**src/rtl/dg0045_disp_pkg.sv**
```systemverilog
// Shared constants for the DG0045 ND-strobe capture and digit scanner.
// Segment codes are {g,f,e,d,c,b,a}, active-high.
package dg0045_disp_pkg;

    localparam int DIGITS_DEF    = 6;
    localparam int SCAN_DIV_DEF  = 1024;
    localparam int BLANK_CYC_DEF = 16;
    localparam int MIN_LOW_DEF   = 2;

    localparam logic [6:0] SEG_BLANK = 7'h00;

    localparam logic [6:0] HEX7 [16] = '{
        7'h3F, 7'h06, 7'h5B, 7'h4F,
        7'h66, 7'h6D, 7'h7D, 7'h07,
        7'h7F, 7'h6F, 7'h77, 7'h7C,
        7'h39, 7'h5E, 7'h79, 7'h71
    };

endpackage

```
**src/rtl/dg0045_hex7.sv**
```systemverilog
// Nibble to 7-segment decoder covering all sixteen hex codes.
module dg0045_hex7
    import dg0045_disp_pkg::*;
(
    input  logic [3:0] nib,
    output logic [6:0] seg
);

    assign seg = HEX7[nib];

endmodule

```
**src/rtl/dg0045_nd_scanner.sv**
```systemverilog
// Captures nibbles on qualified ND strobes and scans them onto a
// multiplexed common-cathode 7-segment display.
module dg0045_nd_scanner
    import dg0045_disp_pkg::*;
#(
    parameter int DIGITS    = DIGITS_DEF,
    parameter int SCAN_DIV  = SCAN_DIV_DEF,
    parameter int BLANK_CYC = BLANK_CYC_DEF,
    parameter int MIN_LOW   = MIN_LOW_DEF
) (
    input  logic              clk,
    input  logic              rst,
    input  logic              nd_n,
    input  logic [3:0]        nl_n,
    output logic [6:0]        seg,
    output logic [DIGITS-1:0] dig_n,
    output logic              cap_pulse
);

    localparam int LW = $clog2(MIN_LOW + 1);
    localparam int DW = $clog2(SCAN_DIV);
    localparam int IW = $clog2(DIGITS);

    logic                   nd_s1, nd_s, nd_q;
    logic [3:0]             nl_s1, nl_s;
    logic [LW-1:0]          lowcnt;
    logic [DIGITS-1:0][3:0] digit_buf;
    logic [DW-1:0]          divcnt;
    logic [IW-1:0]          idx;
    logic [6:0]             cur_seg;
    logic [DIGITS-1:0]      sel;
    logic                   capture;
    logic                   blank;

    always_ff @(posedge clk or posedge rst) begin
        if (rst) begin
            nd_s1 <= 1'b1;
            nd_s  <= 1'b1;
            nd_q  <= 1'b1;
            nl_s1 <= '1;
            nl_s  <= '1;
        end else begin
            nd_s1 <= nd_n;
            nd_s  <= nd_s1;
            nd_q  <= nd_s;
            nl_s1 <= nl_n;
            nl_s  <= nl_s1;
        end
    end

    // Rising edge only: nL is settled at the end of the strobe.
    assign capture = nd_s & ~nd_q & (lowcnt == LW'(MIN_LOW));

    always_ff @(posedge clk or posedge rst) begin
        if (rst) begin
            lowcnt    <= '0;
            digit_buf <= '0;
            cap_pulse <= 1'b0;
        end else begin
            if (nd_s) begin
                lowcnt <= '0;
            end else if (lowcnt != LW'(MIN_LOW)) begin
                lowcnt <= lowcnt + 1'b1;
            end
            cap_pulse <= capture;
            if (capture) begin
                digit_buf <= {digit_buf[DIGITS-2:0], ~nl_s};
            end
        end
    end

    always_ff @(posedge clk or posedge rst) begin
        if (rst) begin
            divcnt <= '0;
            idx    <= '0;
        end else if (divcnt == DW'(SCAN_DIV - 1)) begin
            divcnt <= '0;
            idx    <= (idx == IW'(DIGITS - 1)) ? '0 : idx + 1'b1;
        end else begin
            divcnt <= divcnt + 1'b1;
        end
    end

    dg0045_hex7 u_hex7 (
        .nib (digit_buf[idx]),
        .seg (cur_seg)
    );

    assign blank = divcnt < DW'(BLANK_CYC);
    assign sel   = {{(DIGITS-1){1'b0}}, 1'b1} << idx;

    always_ff @(posedge clk or posedge rst) begin
        if (rst) begin
            seg   <= SEG_BLANK;
            dig_n <= '1;
        end else if (blank) begin
            seg   <= SEG_BLANK;
            dig_n <= '1;
        end else begin
            seg   <= cur_seg;
            dig_n <= ~sel;
        end
    end

endmodule

```
**config.mk**
```make
export PLATFORM = sky130hd
export DESIGN_NAME = dg0045_nd_scanner
export DESIGN_NICKNAME = d
export VERILOG_FILES = /design/src/rtl/dg0045_disp_pkg.sv /design/src/rtl/dg0045_hex7.sv /design/src/rtl/dg0045_nd_scanner.sv
export SDC_FILE = /design/constraint.sdc
export NUM_CORES = 1
export LEC_CHECK = 0
export ABC_AREA = 1
export BUFFER_PORTS_ARGS = -buffer_cell sky130_fd_sc_hd__buf_4
export CAP_MARGIN = 40
export CORE_MARGIN = 4
export CORE_UTILIZATION = 59
export CTS_BUF_LIST = sky130_fd_sc_hd__clkbuf_4 sky130_fd_sc_hd__clkbuf_8 sky130_fd_sc_hd__clkbuf_16
export CTS_CLUSTER_SIZE = 24
export DETAILED_ROUTE_END_ITERATION = 8
export PLACE_DENSITY = 0.78
export SYNTH_ARGS = -nofsm -noshare
export SYNTH_HDL_FRONTEND = slang
export SYNTH_SLANG_ARGS = --single-unit
```
**constraint.sdc**
```tcl
create_clock -name clk -period 2.3 [get_ports clk]
set_input_delay 0.115 -clock clk [delete_from_list [all_inputs] [get_ports clk]]
set_output_delay 0.115 -clock clk [all_outputs]
set_load 0.01 [all_outputs]
```
Word-level counts from Yosys, hierarchy flattened
Memory sizes are Yosys's and may differ from the RTL's.
Cells that the tools add are included.

storage, ports and cells
  memories kept = 1
  logic and storage cells = 46
  flip-flop bits (word level) = 64
  bits in read-only memories = 112

memories
  name             depth  width  rd ports  clocked after memory_dff  wr ports  RTL line          source
  (no name shown)  16     7      1         0                         0         dg0045_hex7.sv:9  assign seg = HEX7[nib];

operators by class
  add/subtract/negate cells = 3
  reduce and logical (&&, ||, !) cells = 1
  equality and inequality tests = 4
  shift operators = 1
  magnitude comparators = 3
  multiplexer cells = 10
  bitwise logic cells = 6

operators by type and width
  cell                     number
  $mux W7                  3
  $bmux W4 S3              1
  $add A10 B1 Y10 const B  1
  $eq A10 B10 Y1 const B   1
  $lt A10 B5 Y1 const B    1
  $mux W10                 1
  $mux W6                  1
  $not A6 Y6               1
  $shl A1 B3 Y6 const A    1
  $ge A5 B5 Y1 const B     1
  $not A4 Y5               1
  $lt A3 B4 Y1 const B     1
  $mux W2                  2
  $mux W4                  1
  $not A4 Y4               1
  $add A3 B1 Y3 const B    1
  $eq A3 B3 Y1 const B     1
  $mux W3                  1
  $add A2 B1 Y2 const B    1
  $and A1 B1 Y1            2
  $eq A2 B2 Y1 const B     1
  $ne A2 B2 Y1 const B     1
  $reduce_bool A2 Y1       1
  $not A1 Y1               1

Depth between registers and ports, before layout
Gate-level depths: netlist (run 1).

  word-level depth = 7
  mapped depth = 14

Modules after synthesis
Synthesis (run 1) repeated with hierarchy kept, for this count alone.

unflattened totals
  cells, all modules = 333
  area, all modules = 2962.8 um2

modules (own cells, without submodules)
  module             times used  cells an instance  area an instance (um2)  sequential area each (um2)
  dg0045_nd_scanner  1           281                2686.3                  1622.8
  dg0045_hex7        1           52                 276.5                   0.0

Worst setup path before layout (run 1)
Ideal clock, no wire load.

  path type = flip-flop to flip-flop
  start point = register idx[0]
  end point = register seg[3]
  required time = 2181 ps
  arrival time = 1608 ps
  cell stages (with the launch flop) = 13
  slack = 573 ps
  library setup time = 119 ps
  cell sequence = dfrtp_1 > buf_6 > buf_6 > nand2_1 > o21ai_0 > nand2_1 > nor2_1 > a21oi_1 > ha_1 > nand2_1 > nand3_1 > nand2_1 > nor2_1

on the way
  longest elaborated chain between the ends = 7

RTL lines
  element                                      RTL line                  source
  from (decl)                                  dg0045_nd_scanner.sv:29   logic [IW-1:0] idx;
  from (signal assigned)                       dg0045_nd_scanner.sv:78   idx <= (idx == IW'(DIGITS - 1)) ? '0 : idx + 1'b1;
  $bmux W4 S3                                  dg0045_nd_scanner.sv:85   .nib (digit_buf[idx]),
  $mux W4 (implied by the code)                dg0045_nd_scanner.sv:85
  $not A4 Y5 (implied by the code)             dg0045_hex7.sv:9
  $mem_v2 Z16 W7                               --
  $mux W7 (implied by the code) (2 in series)  dg0045_hex7.sv:9
  $mux W7                                      dg0045_nd_scanner.sv:96   end else if (blank) begin
  to (signal assigned)                         dg0045_nd_scanner.sv:100  seg <= cur_seg;
  to (decl)                                    dg0045_nd_scanner.sv:15   output logic [6:0] seg,

Every way passes these cells. The select of a mux whose other input is x is not followed.
A chain may end at the register's enable or synchronous reset.

Final worst setup path (run 1)
  start point = register idx[0]
  end point = register seg[6]

The elaborated chain is that of the path after synthesis.

==> qor.txt, run 1 <==
WL/cell = 11.9 um
Synth async-reset ratio = 100%
Main combinational cell family by area after synthesis = simple AND/OR/NAND/NOR gates
Starting Density = 60.9%
Crit-path cells = inv_4, nand2_1, nand2_1, nand2_1, o21ai_0, ha_1, nand2_2, a21oi_1, nor2_1
Critical path type = reg2reg
Die area = 6050 um2
Fin cells = 427
PortBufs = 20
Cells after Synth = 324
Critical Path AT = 2.19 ns
Antenna cells = 0
Dpl cells = 405
Number of synthesized flops with an enable pin = 0
Clock Tree Buf Depth = 2
Critical path buffer and inverter count = 1
Mean Syn Cell Area = 8.87 um2
DP Area = 3090 um2
DR vias = 2142
Pre-antenna DRT Iters = 4
Req. time, crit path = 2.53 ns
Fill count = 376
Top delay family on crit path = compound AO/OA/AOI/OAI gates
Post-Place Worst Slack = 0.241 ns
CP dominant cell by count = nand2_1
Final Hold Violating Endpoints = 0
Crit-path max cell delay = 0.52 ns
First DRT Iteration DRCs = 90
Global-route wire length before repair = 9.47 mm
Synth unique cells = 30
Total Neg Setup Slack = 0 ns
Maximum vdd drop = 0.634 mV
Slowest-stage cell, CP = dfrtp_2
Vias per Instance = 5.02
Post-route ant nets = 0
Routability cong. = 0.849
Mux share of post-synthesis cell area = 0%
Period utilization = 85.0%
Max Cap Viol = 0
Compound-gate portion of the synthesized area = 6.88%
Status = finished clean
Total track usage = 20.3%
Largest net degree at the start of global routing = 65
Register area = 1620 um2
Cell area after synthesis = 2880 um2
Row Count = 25
Leakage power figure = 1.64 nW
CP Capture Type = register
Vert. Die Dim = 77.8 um
Count of final setup violators = 0
Synth Area in XOR/XNOR = 1.52%
CP startpoint kind = register
Later-pin clock latency in the skew report = 0.34 ns
Post-synthesis sequential area ratio = 56.4%
Max Clk Rate = 511 MHz
Number of global-route vias before repair = 2221
Post-synth top flop = dfrtp_1
Crit Path Max Fanout = 17
Worst slew margin = 67.7%
Dpl hpwl = 3.55 mm
Grt ovf = 0
Post-route worst setup slack = 0.345 ns
# DRC = 0
Nets = 371
Power, Total = 0.00340 W
CTS Buf Count = 9
Fraction of layout cells with a size suffix above 1 = 21.4%
Design Area, Final = 3380 um2
Sink Count = 64
Total I/O pin count = 21
Cell area power density = 1010 nW/um2
Period minus WS final = 1.96 ns
Synth top area share = 40.9%
H-tree Lvls = 3
Reg clk slew, reported paths = 0.07 ns
Dominant cell type by area after synthesis = dfrtp_1
Warnings, synthesis = 0
Mapped Nets = 340
Root buffer cell = clkbuf_8
TritonCTS clock tree = done
CORE AREA = 4720 um2
Final Max Slew Viols = 0
Area occupied by multi-input gates = 1080 um2
Synth Area in Simple Gates = 25.2%
Initial antenna violation count = 0
Unrepaired setup endpoints after global routing = false
Skew final = 0.00535 ns
Number of synthesized register bits = 64
Post-synthesis adder-cell area fraction = 3.92%
Hold WC Path Type = reg2reg
Post-CTS Setup Bufs = 0
Area growth from synthesis to layout = 17.4%
Ranking of synthesized cells by area = dfrtp_1, dfstp_2, nand2_1, ha_1, o21ai_0
Least-Margin Pin Slew = 0.479 ns
Drt total wl = 5.09 mm
Die W = 77.8 um
## cells in the final DEF (no fill, tap or decap), drive strengths merged
cell	Yosys	final
buf	3	22
clkbuf	5	11
nand2	117	117
nand3	16	16
ha	9	9
or2	2	2
xnor2	1	1
clkinvlp	0	2
bufinv	0	2
nor4	1	1
o21ai	30	30
dfstp	17	17
nor2	22	22
dlygate4sd3	0	6
nor3	4	4
nor3b	1	1
nand4	2	2
xor2	4	4
a21oi	8	8
inv	33	33
nand3b	1	1
dfrtp	47	47
clkinv	0	1
a211oi	1	1
## stage by stage
stage | utilization, % | hold slack, ns
CTS | 71.5 | 0.357
floorplan | - | 0.119
global route | 71.5 | 0.363
detailed placement | 65.4 | 0.210
global placement | 65.4 | 0.211
finish | 71.5 | 0.356
## flip-flops by register name, indices dropped and copies added (netlist names)
| register | flops |
|---|---|
| digit_buf | 24 |
| dig_n | 6 |
| nl_s1 | 4 |
| lowcnt | 2 |
| divcnt | 10 |
| cap_pulse | 1 |
| nd_s | 1 |
| nl_s | 4 |
| nd_q | 1 |
| nd_s1 | 1 |
| idx | 3 |
| seg | 7 |
## Yosys cell counts (2+ instances only)
library cell and instances:
a21oi_1 8, nand2_4 2, inv_2 4, nand4_1 2, nand2_2 4, clkbuf_1 5, dfstp_2 17, inv_1 27
nand2_1 111, ha_1 9, xor2_1 4, buf_6 2, nor3_2 3, nand3_1 15, inv_4 2, o21ai_0 22
dfrtp_1 47, nor2_1 20, or2_2 2, o21ai_1 8
## cells by family (layout without fill, tap and decap cells)
kind of cell | after synthesis | count (layout)
simple gates | 166 | 166
flops | 64 | 64
compound gates | 39 | 39
xor+xnor | 5 | 5
buf+inv | 41 | 77
fa+ha+maj | 9 | 9
## repair_timing
| item | 4_1_cts | 5_1_grt |
|---|---|---|
| endpoints found under the setup margin | 0 | 3 |
| hold buffers | 6 | 0 |
| hold endpoints to repair | 52 | 0 |
| gates resized for setup | 0 | 1 |
## path summary, 6_finish.rpt
path	endpoint	start	depth (start not counted)	slack [ns]
min in group asynchronous	cap_pulse$_DFF_PP0_	rst	4	0.39
worst min register to register	nl_s[1]$_DFF_PP1_	nl_s1[1]$_DFF_PP1_	0	0.36
worst max register to register	seg[6]$_DFF_PP0_	idx[0]$_DFFE_PP0N_	9	0.34
worst min-delay path	nl_s[1]$_DFF_PP1_	nl_s1[1]$_DFF_PP1_	0	0.36
worst max-delay path	seg[6]$_DFF_PP0_	idx[0]$_DFFE_PP0N_	9	0.34
max in group asynchronous	dig_n[3]$_DFF_PP1_	rst	4	1.61
## cell type report
type                       instances  area share, %
tap                               67           2.48
inverter                          33           3.82
sequential                        64           48.1
multi-input combinational        219           31.9
clock buffer                      11           4.30
timing repair buffer              28           7.04
clock inverter                     5           2.37
## layer usage
| metal | part of all wire, % | track usage (%) | wire length, um | vias to the layer above |
|---|---|---|---|---|
| li1 | - | - | - | 1079 |
| met1 | 44 | 23.9 | 2260 | 1010 |
| met2 | 49 | 33.6 | 2500 | 41 |
| met3 | 3.9 | 6.26 | 198 | 12 |
| met4 | 2.7 | 10.1 | 137 | 0 |
| met5 | 0 | 0 | 0 | - |
## power breakdown
part / leakage [nW] / switching [W] / internal (W) / total [W]
clock network: 0.109 / 0.000422 / 0.000649 / 0.00107
logic: 0.753 / 0.000526 / 0.000335 / 0.000860
registers: 0.781 / 0.000122 / 0.00134 / 0.00147
No activity file was read; power rests on OpenSTA's default activity.
==> run 2: changes to the inputs <==
HOLD_SLACK_MARGIN = 0.15   (was unset)
clock period = 2 ns   (was 2.3 ns; I/O delays follow)
==> run 2 against run 1 <==
Net effect: final cell count is 0.23% higher; critical endpoint is now seg[0]$_DFF_PP0_; clock skew grew 0.0059 ns; die area unchanged; first-iteration DRC count rose by 66%; flip-flop and latch count unchanged; highest routed layer unchanged; largest power group unchanged; via count grew 0.75%; count of clock-buffer cells in the layout is 2 higher; register-to-register slack worse by 0.17 ns; clock power increased by 8%.
==> qor.txt, run 2 (synthesis gave the netlist of run 1 again) <==
Status = finished clean
PortBufs = 20 (unchanged)
Global-route layer with the greatest usage = met2
Crit-path max cell delay = 0.50 ns (-0.02 ns)
Least-Margin Pin Slew = 0.518 ns (+0.0389 ns)
H-tree Lvls = 3 (unchanged)
Flop pwr share = 43.5% (+0.3 points)
Total track usage = 20.5% (+0.18 points)
Fraction of layout cells with a size suffix above 1 = 23.3% (+1.9 points)
Clock Tree Buf Depth = 2 (unchanged)
CTS Buf Count = 9 (unchanged)
Drt total wl = 5.29 mm (+3.8%)
Root buffer cell = clkbuf_8
Die area = 6050 um2 (unchanged)
Worst slew margin = 65.4% (-2.3 points)
Global-route wire length before repair = 9.76 mm (+3.1%)
Req. time, crit path = 2.23 ns (-0.30 ns)
Maximum vdd drop = 0.666 mV (+5.1%)
DR vias = 2158 (+0.75%)
First DRT Iteration DRCs = 149 (+66%)
Total I/O pin count = 21 (unchanged)
Area occupied by multi-input gates = 1100 um2 (+1.9%)
Register area = 1620 um2 (unchanged)
Count of final setup violators = 0 (unchanged)
CP dominant cell by count = nand2_1
Fill count = 354 (-5.9%)
Die W = 77.8 um (unchanged)
Slowest-stage cell, CP = dfrtp_2
Dpl hpwl = 3.50 mm (-1.2%)
Unrepaired setup endpoints after global routing = false
Max Clk Rate = 547 MHz (+6.9%)
Final Max Slew Viols = 0 (unchanged)
Initial antenna violation count = 0 (unchanged)
Max Cap Viol = 0 (unchanged)
Grt ovf = 0 (unchanged)
GRT met1 Usage = 25.8% (+1.9 points)
Critical path type = reg2reg
Period minus WS final = 1.83 ns (-0.127 ns)
Crit Path Max Fanout = 14 (-3)
Hold WC Path Type = in2async
Row Count = 25 (unchanged)
Total Neg Setup Slack = 0 ns (unchanged)
Nets = 372 (+0.27%)
Reg clk slew, reported paths = 0.07 ns (about the same)
CP startpoint kind = register
Skew final = 0.0112 ns (+0.00588 ns)
WL/cell = 12.4 um (+3.6%)
Routability cong. = 0.829 (-2.3%)
Internal = 0.00263 W (+13%)
Comb power frac = 26.6% (+1.3 points)
Worst reg-to-reg path cell count = 13 (+4)
Largest regs = digit_buf (24), divcnt (10), seg (7)
Post-CTS Setup Bufs = 0 (unchanged)
Clock Power Share = 29.9% (-1.6 points)
Post-route ant nets = 0 (unchanged)
Vert. Die Dim = 77.8 um (unchanged)
Met2 Use GR = 33.6% (unchanged)
# DRC = 0 (unchanged)
Sw power = 0.00124 W (+16%)
Vias per Instance = 5.04 (+0.51%)
Switching share of power = 32.0% (+0.53 points)
Most common cell after layout, fill and taps aside = nand2_1
Most flop-heavy register = digit_buf
Critical Path AT = 2.06 ns (-0.13 ns)
Max FFs per register = 24 (unchanged)
Cell area power density = 1140 nW/um2 (+13%)
CP Capture Type = register
Number of global-route vias before repair = 2193 (-1.3%)
Min Hold Slack = 0.353 ns (-0.00273 ns)
Crit-path cells = inv_4, nand2_1, nand2_1, nand2_1, nand2_1, nand2_1, o21ai_2, ha_2, inv_1, nand3_1, nand3_1, nand2_1, nor2_1
Sink Count = 64 (unchanged)
Antenna cells = 0 (unchanged)
Commonest cells after routing, fill and taps aside = nand2_1, dfrtp_1, inv_1, buf_4, o21ai_0
Pre-antenna DRT Iters = 4 (unchanged)
Later-pin clock latency in the skew report = 0.34 ns (about the same)
Period utilization = 91.4% (+6.4 points)
Largest net degree at the start of global routing = 42 (-35%)
TritonCTS clock tree = done
Final Hold Violating Endpoints = 0 (unchanged)
Leakage power figure = 1.65 nW (+0.62%)
Area growth from synthesis to layout = 18.0%
Starting Density = 60.9% (unchanged)
CORE AREA = 4720 um2 (unchanged)
GRT met3 Usage = 4.29% (-2.0 points)
[run 2: cell types whose count changed in the layout (fill, tap and decap cells not counted)]
cell | previous run | this run
clkbuf_8 | 10 | 12
ha_2 | 0 | 2
a21oi_1 | 8 | 6
o21ai_1 | 8 | 7
bufinv_16 | 2 | 1
clkinv_2 | 1 | 2
buf_4 | 21 | 22
a21oi_2 | 0 | 2
clkinvlp_4 | 2 | 0
o21ai_2 | 0 | 2
o21ai_0 | 22 | 21
ha_1 | 9 | 7
[run 2: metal layers]
metal  vias up  part of all wire, %
met2        37                   51
met3         9                  3.6
met4         0                  1.8
met5         -                    0
li1       1084                    -
met1      1028                   44
[run 2: worst max-delay path, delay by kind of cell (launching register included)]
kind	cells	cell delay, ns
AND/OR/NAND/NOR	9	0.66
adder cells (fa/ha/maj)	1	0.26
AO/OA/AOI/OAI	1	0.12
buffers and inverters	2	0.18
flip-flops	1	0.50
[run 2: repair_timing]
item                                    4_1_cts  5_1_grt
hold buffers                                  6        0
hold endpoints to repair                     27        0
resized for setup                             1        7
endpoints found under the setup margin        2        6
[run 2: final cells by class]
cell class	count	share of cell area, %
clock buffers	13	5.09
clock inverters	3	1.18
inverters	33	3.80
multi-input cells	219	32.3
flip-flops and latches	64	47.9
well taps	67	2.47
repair buffers	29	7.23
[run 2: power by group through the flow]
stage	clock [W]	combinational (W)	sequential, W
after CTS	0.00118	0.00101	0.00169
after detailed placement	0	0.000978	0.00171
final	0.00116	0.00103	0.00169
after floorplan	0	0.000687	0.00170
after global placement	0	0.000950	0.00170
after global routing	0.00124	0.00118	0.00172
[run 2: final timing paths]
path / end / startpoint / slack (ns)
max reg2reg: seg[0]$_DFF_PP0_ / idx[0]$_DFFE_PP0N_ / 0.17
max in group asynchronous: dig_n[3]$_DFF_PP1_ / rst / 0.99
min reg2reg: nl_s[0]$_DFF_PP1_ / nl_s1[0]$_DFF_PP1_ / 0.36
max: seg[0]$_DFF_PP0_ / idx[0]$_DFFE_PP0N_ / 0.17
min in group clk: nl_s[0]$_DFF_PP1_ / nl_s1[0]$_DFF_PP1_ / 0.36
min: digit_buf[9]$_DFFE_PP0P_ / rst / 0.35
[run 2: through the flow]
step | instances | power [W] | util, % | cell area [um2] | setup WS [ns]
floorplan | 324 | 0.00239 | - | 2880 | 0.273
global placement | 406 | 0.00265 | 65.6 | 3100 | 0.0463
detailed placement | 406 | 0.00269 | 65.6 | 3100 | 0.0131
CTS | 428 | 0.00388 | 71.4 | 3370 | 0.0867
global route | 428 | 0.00415 | 71.8 | 3390 | 0.00143
finish | 428 | 0.00387 | 71.8 | 3390 | 0.171
==> run 3: changes to the inputs <==
CORE_ASPECT_RATIO = 0.75   (was unset)
==> run 3 against run 2 <==
Net effect: via count is 0.88% lower; worst hold slack better by 0.0039 ns; combinational power is essentially flat; critical path depth shrank 2; count of clock-buffer cells in the layout decreased by 1; highest routed layer unchanged.
==> qor.txt, run 3 (synthesis gave the netlist of run 1 again) <==
WL/cell = 11.9 um (-3.3%)
Commonest cells after routing, fill and taps aside = nand2_1, dfrtp_1, inv_1, buf_4, o21ai_0
Total Neg Setup Slack = 0 ns (unchanged)
CORE AREA = 4570 um2 (-3.2%)
Vias per Instance = 5.09 (+1.0%)
Row Count = 21 (-16%)
Vert. Die Dim = 68.5 um (-12%)
Nets = 374 (+0.54%)
Pre-antenna DRT Iters = 4 (unchanged)
Initial antenna violation count = 0 (unchanged)
Worst slew margin = 61.4% (-4.0 points)
Dpl hpwl = 3.59 mm (+2.5%)
Area growth from synthesis to layout = 17.4%
Most flop-heavy register = digit_buf
R2r endpoint = seg[5]$_DFF_PP0_
Largest net degree at the start of global routing = 38 (-9.5%)
CP startpoint kind = register
Die W = 88.6 um (+14%)
Final Max Slew Viols = 0 (unchanged)
H-tree Lvls = 3 (unchanged)
CP Capture Type = register
Maximum vdd drop = 0.807 mV (+21%)
Total I/O pin count = 21 (unchanged)
Leakage power figure = 1.66 nW (+0.21%)
Sink Count = 64 (unchanged)
WHS Endpoint = nl_s[0]$_DFF_PP1_
Number of global-route vias before repair = 2121 (-3.3%)
Critical Path AT = 2.03 ns (-0.03 ns)
Flop-to-flop setup slack = 0.19 ns (+0.02 ns)
Skew final = 0.0103 ns (-0.000956 ns)
TritonCTS clock tree = done
Count of final setup violators = 0 (unchanged)
Power, Total = 0.00379 W (-2.1%)
Routability cong. = 0.908 (+9.5%)
Hold WC Path Type = reg2reg
# DRC = 0 (unchanged)
Min Hold Slack = 0.357 ns (+0.00392 ns)
DR vias = 2139 (-0.88%)
Worst reg-to-reg path cell count = 11 (-2)
Most common cell after layout, fill and taps aside = nand2_1
Largest regs = digit_buf (24), divcnt (10), seg (7)
PortBufs = 20 (unchanged)
Later-pin clock latency in the skew report = 0.34 ns (about the same)
Total track usage = 20.3% (-0.25 points)
Post-route ant nets = 0 (unchanged)
Hold path cells = 0
Drt total wl = 5.02 mm (-5.1%)
Final Hold Violating Endpoints = 0 (unchanged)
Reg-to-reg startpoint = idx[0]$_DFFE_PP0N_
Req. time, crit path = 2.22 ns (about the same)
Root buffer cell = clkbuf_8
Hold Startpoint = nl_s1[0]$_DFF_PP1_
Max Clk Rate = 552 MHz (+1.0%)
Least-Margin Pin Slew = 0.578 ns (+0.0604 ns)
Final core occ = 73.8% (+2.0 points)
Starting Density = 62.9% (+2.0 points)
Reg clk slew, reported paths = 0.06 ns (about the same)
Grt ovf = 0 (unchanged)
Crit Path Max Fanout = 12 (-2)
Antenna cells = 0 (unchanged)
First DRT Iteration DRCs = 111 (-26%)
Global-route wire length before repair = 9.10 mm (-6.8%)
Critical path type = reg2reg
Clock Tree Buf Depth = 2 (unchanged)
Die area = 6070 um2 (+0.19%)
Max FFs per register = 24 (unchanged)
Status = finished clean
Period utilization = 90.5% (-0.91 points)
Cell area power density = 1120 nW/um2 (-1.7%)
Max Cap Viol = 0 (unchanged)
Period minus WS final = 1.81 ns (-0.0182 ns)
CTS Buf Count = 9 (unchanged)
Fraction of layout cells with a size suffix above 1 = 23.4% (+0.15 points)
## run 3: cell type report
class                   instances  area [um2]
clock buffers                  12         153
clock inverters                 4        45.0
fillers                       356        1200
inverters                      33         129
multi-input cells             219        1090
flip-flops and latches         64        1620
well taps                      57        71.3
repair buffers                 31         260
## run 3: where the power goes
part	switching (W)	internal [W]	total, W
Sequential	0.000142	0.00155	0.00169
Clock	0.000465	0.000631	0.00110
Combinational	0.000613	0.000394	0.00101
## run 3: worst max-delay path by stage
| stage | startpoint | end | slack [ns] | cells after the start |
|---|---|---|---|---|
| CTS | idx[0]$_DFFE_PP0N_ | seg[5]$_DFF_PP0_ | 0.06 | 9 |
| global route | idx[0]$_DFFE_PP0N_ | seg[3]$_DFF_PP0_ | -0.01 | 11 |
| detailed placement | idx[0]$_DFFE_PP0N_ | seg[0]$_DFF_PP0_ | -0.02 | 12 |
| floorplan | idx[0]$_DFFE_PP0N_ | seg[3]$_DFF_PP0_ | 0.27 | 12 |
| finish | idx[0]$_DFFE_PP0N_ | seg[5]$_DFF_PP0_ | 0.19 | 11 |
| global placement | idx[0]$_DFFE_PP0N_ | seg[0]$_DFF_PP0_ | 0.03 | 12 |
## run 3: critical path, stage by stage, from the launching register on
cell     delay, ns
dfrtp_2       0.49
inv_4         0.13
nand2_1       0.05
nand2_1       0.06
nand2_1       0.05
nand2_1       0.09
nand2_1       0.05
o21ai_1       0.20
ha_2          0.28
nand2_2       0.07
a21oi_1       0.16
nor2_1        0.06
## run 3: metal layers
metal | track usage, % | wire [um]
met4 | 8.49 | 89
met2 | 33.0 | 2290
met1 | 24.6 | 2400
met3 | 7.22 | 236
met5 | 0 | 0
## run 3: repair_timing
| action | CTS | global route |
|---|---|---|
| gates resized for setup | 1 | 6 |
| hold buffers | 6 | 0 |
| gates cloned | 0 | 0 |
| buffers inserted | 0 | 1 |
| endpoints found under the setup margin | 5 | 7 |
| hold endpoints to repair | 25 | 0 |
## run 3: per-stage QoR
| stage | cell area [um2] | instances | setup WS (ns) |
|---|---|---|---|
| 6_report | 3380 | 420 | 0.189 |
| 3_5_place_dp | 3090 | 397 | -0.0186 |
| 4_1_cts | 3350 | 419 | 0.0569 |
| 3_3_place_gp | 3090 | 397 | 0.0306 |
| 2_1_floorplan | 2880 | 324 | 0.273 |
| 5_1_grt | 3380 | 420 | -0.0136 |
